### config.mk
export PLATFORM = sky130hd
export DESIGN_NAME = control_sequencer
export DESIGN_NICKNAME = d
export VERILOG_FILES = /design/src/rtl/control_sequencer.sv
export SDC_FILE = /design/constraint.sdc
export NUM_CORES = 1
export LEC_CHECK = 0
export CAP_MARGIN = 10
export CORE_MARGIN = 2
export CORE_UTILIZATION = 41
export DETAILED_ROUTE_END_ITERATION = 6
export GPL_TIMING_DRIVEN = 0
export PLACE_DENSITY_LB_ADDON = 0.2
export SYNTH_ARGS = -nofsm -noshare
export SYNTH_HDL_FRONTEND = slang
export SYNTH_SLANG_ARGS = --single-unit
### constraint.sdc
create_clock -name clk -period 1.7 [get_ports clk]
set_input_delay 0.255 -clock clk [delete_from_list [all_inputs] [get_ports clk]]
set_output_delay 0.255 -clock clk [all_outputs]
set_load 0.01 [all_outputs]
### src/rtl/control_sequencer.sv
// control_sequencer
//   Multi-cycle fetch/execute control unit for the 8-bit datapath. It holds
//   the program counter and the instruction register, fetches 16-bit
//   instructions with a ready handshake, and decodes the instruction register
//   into the datapath control word. Jumps and conditional branches are
//   resolved from the datapath status flags and jumpAddress.
//
// Ports
//   clk, reset            rising-edge clock, synchronous active-high reset
//   instrAddress          instruction memory address (always the PC)
//   instrIn, instrReady   instruction word and its valid strobe
//   V, C, N, Z            datapath status, same cycle (only N and Z are used)
//   jumpAddress           datapath R[AA], the JMP target
//   RW, DA, AA, BA        register write enable and register addresses
//   MB, MD, FS            B-source select, memory-data select, function select
//   constantOut           immediate driven onto the datapath constant input
//   MW                    data memory write enable
//   halted                high while the sequencer sits in HALT
module control_sequencer #(
  parameter int         size     = 8,
  parameter logic [3:0] FS_ADD   = 4'b0010,
  parameter logic [3:0] FS_PASSA = 4'b0000,
  parameter logic [3:0] FS_PASSB = 4'b1100
) (
  input  logic            clk,
  input  logic            reset,
  output logic [size-1:0] instrAddress,
  input  logic [15:0]     instrIn,
  input  logic            instrReady,
  input  logic            V,
  input  logic            C,
  input  logic            N,
  input  logic            Z,
  input  logic [size-1:0] jumpAddress,
  output logic            RW,
  output logic [1:0]      DA,
  output logic [1:0]      AA,
  output logic [1:0]      BA,
  output logic            MB,
  output logic            MD,
  output logic [3:0]      FS,
  output logic [size-1:0] constantOut,
  output logic            MW,
  output logic            halted
);

  typedef enum logic [1:0] {
    FETCH = 2'd0,
    EXEC  = 2'd1,
    HALT  = 2'd2
  } stateT;

  localparam logic [3:0] opNop  = 4'd0;
  localparam logic [3:0] opOpr  = 4'd1;
  localparam logic [3:0] opAddi = 4'd2;
  localparam logic [3:0] opLdi  = 4'd3;
  localparam logic [3:0] opLd   = 4'd4;
  localparam logic [3:0] opSt   = 4'd5;
  localparam logic [3:0] opJmp  = 4'd6;
  localparam logic [3:0] opBrz  = 4'd7;
  localparam logic [3:0] opHalt = 4'd8;
  localparam logic [3:0] opBrn  = 4'd9;

  stateT           stateReg;
  logic [size-1:0] pcReg;
  logic [15:0]     irReg;
  logic            haltedReg;

  logic [3:0]      opcode;
  logic [size-1:0] immExt;
  logic [size-1:0] branchTarget;

  // Overflow and carry play no part in branching.
  logic unusedFlags;
  assign unusedFlags = V ^ C;

  assign opcode = irReg[15:12];
  // Branch offset is a signed byte; the PC already points past the branch.
  assign immExt       = size'($signed(irReg[7:0]));
  assign branchTarget = pcReg + immExt;

  assign instrAddress = pcReg;
  assign halted       = haltedReg;

  // Control word is combinational from state and IR so it is stable for the
  // whole EXEC cycle; the datapath commits on the edge that ends EXEC.
  always_comb begin
    RW          = 1'b0;
    DA          = 2'b00;
    AA          = 2'b00;
    BA          = 2'b00;
    MB          = 1'b0;
    MD          = 1'b0;
    FS          = 4'b0000;
    constantOut = '0;
    MW          = 1'b0;
    if (stateReg == EXEC) begin
      case (opcode)
        opOpr: begin
          RW = 1'b1;
          DA = irReg[11:10];
          AA = irReg[9:8];
          BA = irReg[7:6];
          FS = irReg[3:0];
        end
        opAddi: begin
          RW          = 1'b1;
          DA          = irReg[11:10];
          AA          = irReg[9:8];
          MB          = 1'b1;
          FS          = FS_ADD;
          constantOut = size'(irReg[7:0]);
        end
        opLdi: begin
          RW          = 1'b1;
          DA          = irReg[11:10];
          MB          = 1'b1;
          FS          = FS_PASSB;
          constantOut = size'(irReg[7:0]);
        end
        opLd: begin
          RW = 1'b1;
          MD = 1'b1;
          DA = irReg[11:10];
          AA = irReg[9:8];
        end
        opSt: begin
          MW = 1'b1;
          AA = irReg[9:8];
          BA = irReg[7:6];
        end
        opJmp: begin
          AA = irReg[9:8];
        end
        opBrz, opBrn: begin
          AA = irReg[9:8];
          FS = FS_PASSA;
        end
        default: ;
      endcase
    end
    // A reset landing mid-EXEC must not let the datapath or memory commit.
    if (reset) begin
      RW = 1'b0;
      MW = 1'b0;
    end
  end

  always_ff @(posedge clk) begin
    if (reset) begin
      stateReg  <= FETCH;
      pcReg     <= '0;
      irReg     <= '0;
      haltedReg <= 1'b0;
    end else begin
      case (stateReg)
        FETCH: begin
          if (instrReady) begin
            irReg    <= instrIn;
            pcReg    <= pcReg + 1'b1;
            stateReg <= EXEC;
          end
        end
        EXEC: begin
          stateReg <= FETCH;
          case (opcode)
            opJmp: pcReg <= jumpAddress;
            opBrz: if (Z) pcReg <= branchTarget;
            opBrn: if (N) pcReg <= branchTarget;
            opHalt: begin
              stateReg  <= HALT;
              haltedReg <= 1'b1;
            end
            default: ;
          endcase
        end
        HALT: stateReg <= HALT;
        default: stateReg <= FETCH;
      endcase
    end
  end

endmodule

==> results.ini <==
[yosys]
async_flop_share_pct=0
synthFlopType=dfxtp_1
yosysUniqueCellTypes=48
syn_area_um2=1810
avgSynthCellArea_um2=7.77
yosys_warnings=0
yosysSeqAreaShare_pct=29.9
synth_edf_count=0
syn_nets=273
postSynthCellCount=233
synth_seq_cells=27

[detailed_routing]
antenna_left=0
viasPerCell=5.54
drc=0
vias=2068
wl_um=6190
avgRoutedWirePerCell_um=16.6
dr.pass1.iters=4
drt_iter0_drc=115

[setup_path]
startpoint_type=flip-flop
worstPathMaxFanout=4
cp.arrival_ps=1550
endpoint_kind=output port
reg2reg_slack_ps=-80
cp.required_ps=1440
r2r_cells=9
critPathKind=flip-flop to output port
r2r_start=irReg[0]$_SDFFE_PP0P_
reg2reg_to=instrAddress[4]$_SDFFE_PP0P_

[sta]
period_minus_slack_ps=1800
finalHoldViolCount=0
rsz0062_at_grt=true
setup_viol=19
maxSlewViolCount=0
period_share_pct=106
max_freq_mhz=554
worst_pin_slew_ps=573
tns_ps=-910
setup_slack_ps=-104
skew_ps=3.43
slew_headroom_pct=61.8

[hold_path]
hold_path_class=primary input to flip-flop
holdCritStartpoint=reset
min_to=instrAddress[1]$_SDFFE_PP0P_
holdPathStages=2

[power]
peakVddDrop_mv=0.332
power_density_nw_per_um2=510
p_leak_nw=1.21

[cts]
cts_max_level=1
cts_tree=built
cts_buffers=3
root_buffer=clkbuf_8
worstSkewPairLatency_ps=290
hold_buffers=0
clk_pin_slew_ps=100
cts.sinks=27
cts_max_path_buffers=2

[global_routing]
grtUsageTotal_pct=24.2
grt_pass1_wl_um=9380
antenna_found_initial=0
overflow=0
grt_pass1_vias=1954
grt_start_max_net_pins=15

[placed_design]
numPortBuffers=58
post_dp_cell_area_um2=2480
dp_hpwl_um=3890
gp_congestion=0.830

[die]
initial_core_util_pct=42.2
die_w_um=70.5
fp.dieH_um=70.5
ios=62
die_area_um2=4960
fp.coreArea_um2=4290
std_cell_rows=24

[run_status]
status=finished with violations
violations=setup timing

[final_layout]
layout-drive-gt1-share_pct=43.0
diodes=0
fillCellCount=333
syn_to_final_growth_pct=70.3
finalInstanceArea_um2=3080
register_area_um2=598
multi_input_area_um2=1480
nets=362

[job]
maxCapViolations=0

[worst max-delay path: stages (launching register included)]
cell	delay [ps]
dfxtp_4	360
nand2b_4	160
nor3_4	190
buf_2	180
buf_6	110
and3_4	180
buf_6	90
[worst max path at each step]
| stage | from | to | depth (start not counted) |
|---|---|---|---|
| after floorplan | instrAddress[0]$_SDFFE_PP0P_ | instrAddress[4]$_SDFFE_PP0P_ | 9 |
| after global placement | stateReg[1]$_SDFFE_PP0P_ | FS[1] | 6 |
| after detailed placement | stateReg[1]$_SDFFE_PP0P_ | constantOut[5] | 6 |
| after CTS | stateReg[1]$_SDFFE_PP0P_ | constantOut[6] | 7 |
| after global routing | stateReg[1]$_SDFFE_PP0P_ | constantOut[3] | 6 |
| final | stateReg[1]$_SDFFE_PP0P_ | constantOut[6] | 6 |
[flip-flops by register name (all words and copies together), names as in the netlist]
name / cells
irReg: 16
instrAddress: 8
stateReg: 2
halted: 1
[where the power goes]
part / total, mW / internal (mW) / switching, mW
clock: 0.398 / 0.169 / 0.229
combinational: 0.459 / 0.244 / 0.215
sequential: 0.716 / 0.661 / 0.0553
[final cells by class]
class	instances	area share (%)
multi-input combinational	187	48.0
timing repair buffer	86	26.2
sequential	27	19.4
tap	52	2.11
buffer	10	1.99
clock buffer	4	1.46
inverter	7	0.852
[stage by stage]
stage	setup WS, ps	util (%)	power, mW	instances	hold WS [ps]
3_3_place_gp	-494	57.7	1.05	343	437
6_report	-104	71.8	1.57	373	293
2_1_floorplan	-81.4	-	0.909	233	391
3_5_place_dp	-495	57.7	1.06	343	447
4_1_cts	-211	65.9	1.51	366	287
5_1_grt	-168	71.8	1.64	373	294
[per-layer routing]
metal | vias to the layer above | wire length (µm) | GRT usage, %
met5 | - | 0 | 0
met4 | 0 | 115 | 7.48
li1 | 998 | - | -
met2 | 86 | 2980 | 39.9
met1 | 975 | 2620 | 32.2
met3 | 9 | 469 | 3.75
[cell families after synthesis]
kind of cell               count (synthesis)  synth area share (%)
xor gates and xnor gates                   8                  3.87
muxes                                      3                  1.73
DFF                                       27                  29.9
and+or+nand+nor                          112                  32.8
buffers and inverters                     19                  5.05
adders and majority gates                  9                  6.63
AOI/OAI and AO/OA                         55                  20.1
[layout by cell type (no fill, tap or decap), types with 3 or more instances in the layout]
master	Yosys	layout
a21oi_1	29	26
and3_1	17	4
and3_4	0	13
buf_2	4	9
buf_4	0	21
buf_6	2	24
clkbuf_1	5	4
clkbuf_8	0	4
clkdlybuf4s50_1	0	36
dfxtp_1	27	7
dfxtp_2	0	7
dfxtp_4	0	13
ha_4	0	6
inv_1	7	6
nand2_1	42	38
nand2_2	0	4
nand2b_1	5	4
nand3_1	10	9
nor2_1	12	7
nor2_4	2	5
nor3_1	5	3
o211ai_1	5	5
o21ai_0	4	3
o21ai_1	2	3
xnor2_1	6	5
[synth_stat cells, types with 3 or more instances]
cell type | n | area, µm²
xnor2_1 | 6 | 52.6
and3_1 | 17 | 106
a21oi_1 | 29 | 145
inv_1 | 7 | 26.3
buf_2 | 4 | 20.0
nand2b_1 | 5 | 31.3
nor2b_1 | 4 | 25.0
o211ai_1 | 5 | 37.5
dfxtp_1 | 27 | 541
o21ai_0 | 4 | 20.0
ha_1 | 8 | 100
nand3_1 | 10 | 50.1
and2_1 | 3 | 18.8
nor3_1 | 5 | 25.0
nor2_1 | 12 | 45.0
nand2_1 | 42 | 158
clkbuf_1 | 5 | 18.8
[what timing repair did]
| item | CTS | global route |
|---|---|---|
| endpoints found under the setup margin | 32 | 40 |
| gates resized for setup | 154 | 51 |
| cloned | 1 | 0 |
| buffers inserted | 18 | 9 |
| pin swaps | 24 | 27 |
(Power assumes the default switching activity.)
==> patch 1: new RTL, same settings <==
Make the reset (`reset`) asynchronous in one clocked block. Comments in the files are not updated.
--- a/src/rtl/control_sequencer.sv
+++ b/src/rtl/control_sequencer.sv
@@ -146,7 +146,7 @@
     end
   end
 
-  always_ff @(posedge clk) begin
+  always_ff @(posedge clk or posedge reset) begin
     if (reset) begin
       stateReg  <= FETCH;
       pcReg     <= '0;
Behaviour: differs if reset is asserted again (counterexample within 4 cycles, from zero or initial values and one cycle with reset high); with reset held inactive, the same outputs for 10 cycles.
==> patch 1 against the unedited design <==
Area after synthesis is 3.7% higher; routed wire length is 10% higher; cell area is 2.1% higher; sequential share of layout area is 2.3 points higher; count of clock-buffer cells in the layout stayed put; the flow still finishes with violations (setup timing); sequential cell count stayed put; non-clock buffer count is 12 higher; worst setup slack worse by 310 ps; core utilization hardly changed.
Power is left out: it rests on default switching activity, and per cell area and clock period it moved more than threefold.
==> patch 1: results <==
{
  "layout_setup_ws_ps": -414,
  "place_area_mm2": 0.00255,
  "hold_class": "reg -> reg",
  "avgViaCountPerCell": 5.59,
  "status": "finished, violations left",
  "wl_met3_um": 455,
  "crit_arrival_ps": 1860,
  "synth.distinct_cells": 51,
  "grt_pass1_wl_um": 9840,
  "use_met3": 0.0295,
  "grt.total_usage": 0.248,
  "ys.flop_type": "dfrtp_1",
  "pre_cts_ws_ps": -921,
  "drt_iter0_markers": 175,
  "finClkSkew_ps": 1.56,
  "setup_viol": 30,
  "wirelength_um": 6820,
  "dpl.cell_count": 337,
  "place_congestion": 0.898,
  "max_slew_margin": 0.475,
  "routedWlPerCell_um": 18.0,
  "violations": "setup timing",
  "dp_hpwl_um": 3950,
  "drive_gt1_frac": 0.399,
  "clock_latency_ps": 270,
  "synthArstFlopShare": 1.00,
  "grt_pass1_vias": 2062,
  "n_fill_cell": 310
}
patch 1: cell count changes after synthesis, sizes merged, moves of 4 or more:
cell    before  now
nand2       42   55
dfrtp        0   27
nand3       10    4
a21oi       29    7
dfxtp       27    0
nand2b       5    1
patch 1: worst paths after layout:
check / from / endpoint / slack [ps] / depth (start not counted)
min reg2reg: irReg[8] / irReg[8] / 480 / 2
max: stateReg[1] / constantOut[6] / -410 / 6
min in group asynchronous: reset / stateReg[1] / 510 / 3
min: irReg[8] / irReg[8] / 480 / 2
max in group asynchronous: reset / instrAddress[3] / 690 / 2
max reg2reg: stateReg[1] / instrAddress[5] / -400 / 10
patch 1: final cells by class:
type                    count  area share
plain buffers              13      0.0374
clock buffers               4      0.0143
inverters                   9      0.0119
multi-input cells         177       0.421
flip-flops and latches     27       0.217
well taps                  52      0.0207
repair buffers             95       0.276
repair inverters            1     0.00159
patch 1: worst max-delay path, stage by stage, from the launching register on:
cell and delay (ps):
dfrtp_1 400, or2b_1 290, nor3_4 290, clkbuf_8 200, buf_6 120, and3_4 190
buf_6 90
patch 1: stage by stage:
step | utilization | TNS [ps]
2_1_floorplan | - | -67.0
3_3_place_gp | 0.582 | -12050
3_5_place_dp | 0.582 | -12960
4_1_cts | 0.649 | -4770
5_1_grt | 0.718 | -10700
6_report | 0.718 | -8640
patch 1: cells by family after synthesis:
group,after synthesis,share of synthesized area
AO/OA/AOI/OAI,43,0.165
XOR/XNOR,8,0.0373
flip-flops,27,0.360
multiplexers,4,0.0220
buffers and inverters,22,0.0600
adder cells (fa/ha/maj),9,0.0640
AND/OR/NAND/NOR,113,0.292
patch 1: timing repair:
action,in CTS,in global routing
pin swaps,22,10
hold buffers,0,0
setup buffers,24,11
gates cloned,2,0
endpoints found under the setup margin,30,44
gates resized for setup,127,54
==> patch 2: new RTL, same flow settings <==
Without the edit above. `size`: 8 -> 16.
--- a/src/rtl/control_sequencer.sv
+++ b/src/rtl/control_sequencer.sv
@@ -17,7 +17,7 @@
 //   MW                    data memory write enable
 //   halted                high while the sequencer sits in HALT
 module control_sequencer #(
-  parameter int         size     = 8,
+  parameter int         size     = 16,
   parameter logic [3:0] FS_ADD   = 4'b0010,
   parameter logic [3:0] FS_PASSA = 4'b0000,
   parameter logic [3:0] FS_PASSB = 4'b1100
Interface: changed (resized constantOut, instrAddress and jumpAddress); port bits go from 62 to 86. The function was not compared with the original's and may differ.
==> patch 2 against the unedited design <==
The run still ends with setup timing left; cell area up 67%; register-to-register slack got worse by 470 ps; worst setup slack lost 440 ps; routed wire length up 100%; sequential cell count increased by 8; area after synthesis grew 66%; power increased by 61%; sequential power grew 34%; cell count grew 76%; clock skew grew 2.5 ps.
==> patch 2: results <==
{
  "status": "finished, violations left",
  "violations": "setup timing",
  "synth-xor-area-share": 0.0291,
  "cts_buffers": 5,
  "setup_viol": 38,
  "synthArstFlopShare": 0,
  "synth_fa_ha_area_frac": 0.0732,
  "grt.total_usage": 0.284,
  "ys_seq_area_frac": 0.233,
  "final_net_count": 612,
  "layout_setup_ws_ps": -547,
  "crit_arrival_ps": 2410,
  "reg2reg_to": "instrAddress[14]",
  "synth.distinct_cells": 69,
  "grt_pass1_vias": 3534,
  "drive_gt1_frac": 0.413,
  "grt_pass1_wl_um": 17500,
  "drv_cap": 0,
  "synth_compound_gate_area_share": 0.281,
  "hold_class": "in -> reg",
  "worstRegToRegCells": 7,
  "ys_top_cells_by_area": "dfxtp_1, a21oi_1, nand2_1",
  "antenna_cells": 0,
  "antenna_found_initial": 0,
  "clock_latency_ps": 290,
  "io_buffers": 74,
  "place_congestion": 0.910,
  "routedWlPerCell_um": 19.0,
  "cts_root_buf": "clkbuf_8",
  "p_switching_uw": 845,
  "timing.rr.start": "instrAddress[9]",
  "p_leak_uw": 0.00208,
  "yosysWarningCount": 0,
  "use_met2": 0.485,
  "yosys-top-cells-count": "nand2_1, a21oi_1, dfxtp_1, nor2_1, o21ai_0",
  "worstMarginPinSlew_ps": 596,
  "use_met3": 0.0521,
  "cts.path.max_buffers": 2,
  "h-tree-depth": 2,
  "met1_usage": 0.350,
  "pre_cts_ws_ps": -690,
  "drt_pass1_iterations": 5,
  "finClkSkew_ps": 5.90,
  "drt_iter0_markers": 421,
  "crit_type": "reg -> reg",
  "clkSlewWorstSetupHoldPaths_ps": 80,
  "grt_max_degree": 11,
  "vias": 3951,
  "critPathMaxFanout": 8,
  "ir_drop_v": 0.000332,
  "synth_top_family_by_area": "simple AND/OR/NAND/NOR gates",
  "synthMuxAreaShare": 0.00665,
  "dp_hpwl_um": 7590
}
## patch 2: worst max-delay path: stages, from the launching register on
cell and delay, ps:
dfxtp_2 430, ha_2 350, o21a_1 160, a2111oi_4 360
nor3b_1 100, or4_4 440, a21oi_4 180, o32ai_2 90
## patch 2: layout make-up
class | instances | area (µm²)
fillers | 526 | 2020
well taps | 99 | 124
flip-flops and latches | 35 | 756
plain buffers | 24 | 190
inverters | 7 | 30.0
clock buffers | 8 | 100
repair buffers | 135 | 1270
multi-input cells | 348 | 2690
## patch 2: through the flow
| step | hold WS, ps | setup TNS, ps | std cells | total power (µW) | instance area [µm²] |
|---|---|---|---|---|---|
| after floorplan | 379 | -1100 | 422 | 1330 | 3200 |
| after global placement | 441 | -20390 | 595 | 1560 | 4070 |
| after detailed placement | 442 | -21390 | 595 | 1580 | 4070 |
| after CTS | 302 | -6150 | 643 | 2400 | 4700 |
| after global routing | 331 | -9640 | 656 | 2630 | 5160 |
| final | 297 | -7640 | 656 | 2530 | 5160 |
## patch 2: worst min-delay path by stage
stage / from / end / slack, ps / depth (start not counted)
after floorplan: instrIn[7] / irReg[7] / 380 / 2
after global placement: irReg[11] / irReg[11] / 440 / 2
after CTS: reset / instrAddress[9] / 300 / 4
final: reset / instrAddress[9] / 300 / 4
after global routing: reset / instrAddress[9] / 330 / 4
after detailed placement: irReg[11] / irReg[11] / 440 / 2
## patch 2: layer usage
metal  up-vias  share of wire
met5         -              0
met1      1894           0.40
met4         0          0.032
met3        37          0.069
li1       1795              -
met2       225           0.50
## patch 2: logic make-up after synthesis
family,after synthesis
buffers and inverters,39
other,1
muxes,2
AOI/OAI and AO/OA,132
DFF,35
adders and majority gates,17
xor gates and xnor gates,10
and+or+nand+nor,179
## patch 2: repair_timing
| item | in CTS | in global routing |
|---|---|---|
| setup endpoints to repair | 49 | 49 |
| setup buffers | 41 | 21 |
| hold buffers | 0 | 0 |
| gates cloned | 2 | 0 |
| pin swaps | 30 | 42 |
| gates resized for setup | 183 | 89 |
## patch 2: power by group through the flow
| stage | registers, µW | logic, µW | clock network (µW) |
|---|---|---|---|
| final | 956 | 876 | 698 |
| after global placement | 962 | 602 | 0 |
| after CTS | 944 | 756 | 696 |
| after detailed placement | 965 | 611 | 0 |
| after global routing | 961 | 932 | 742 |
| after floorplan | 951 | 380 | 0 |
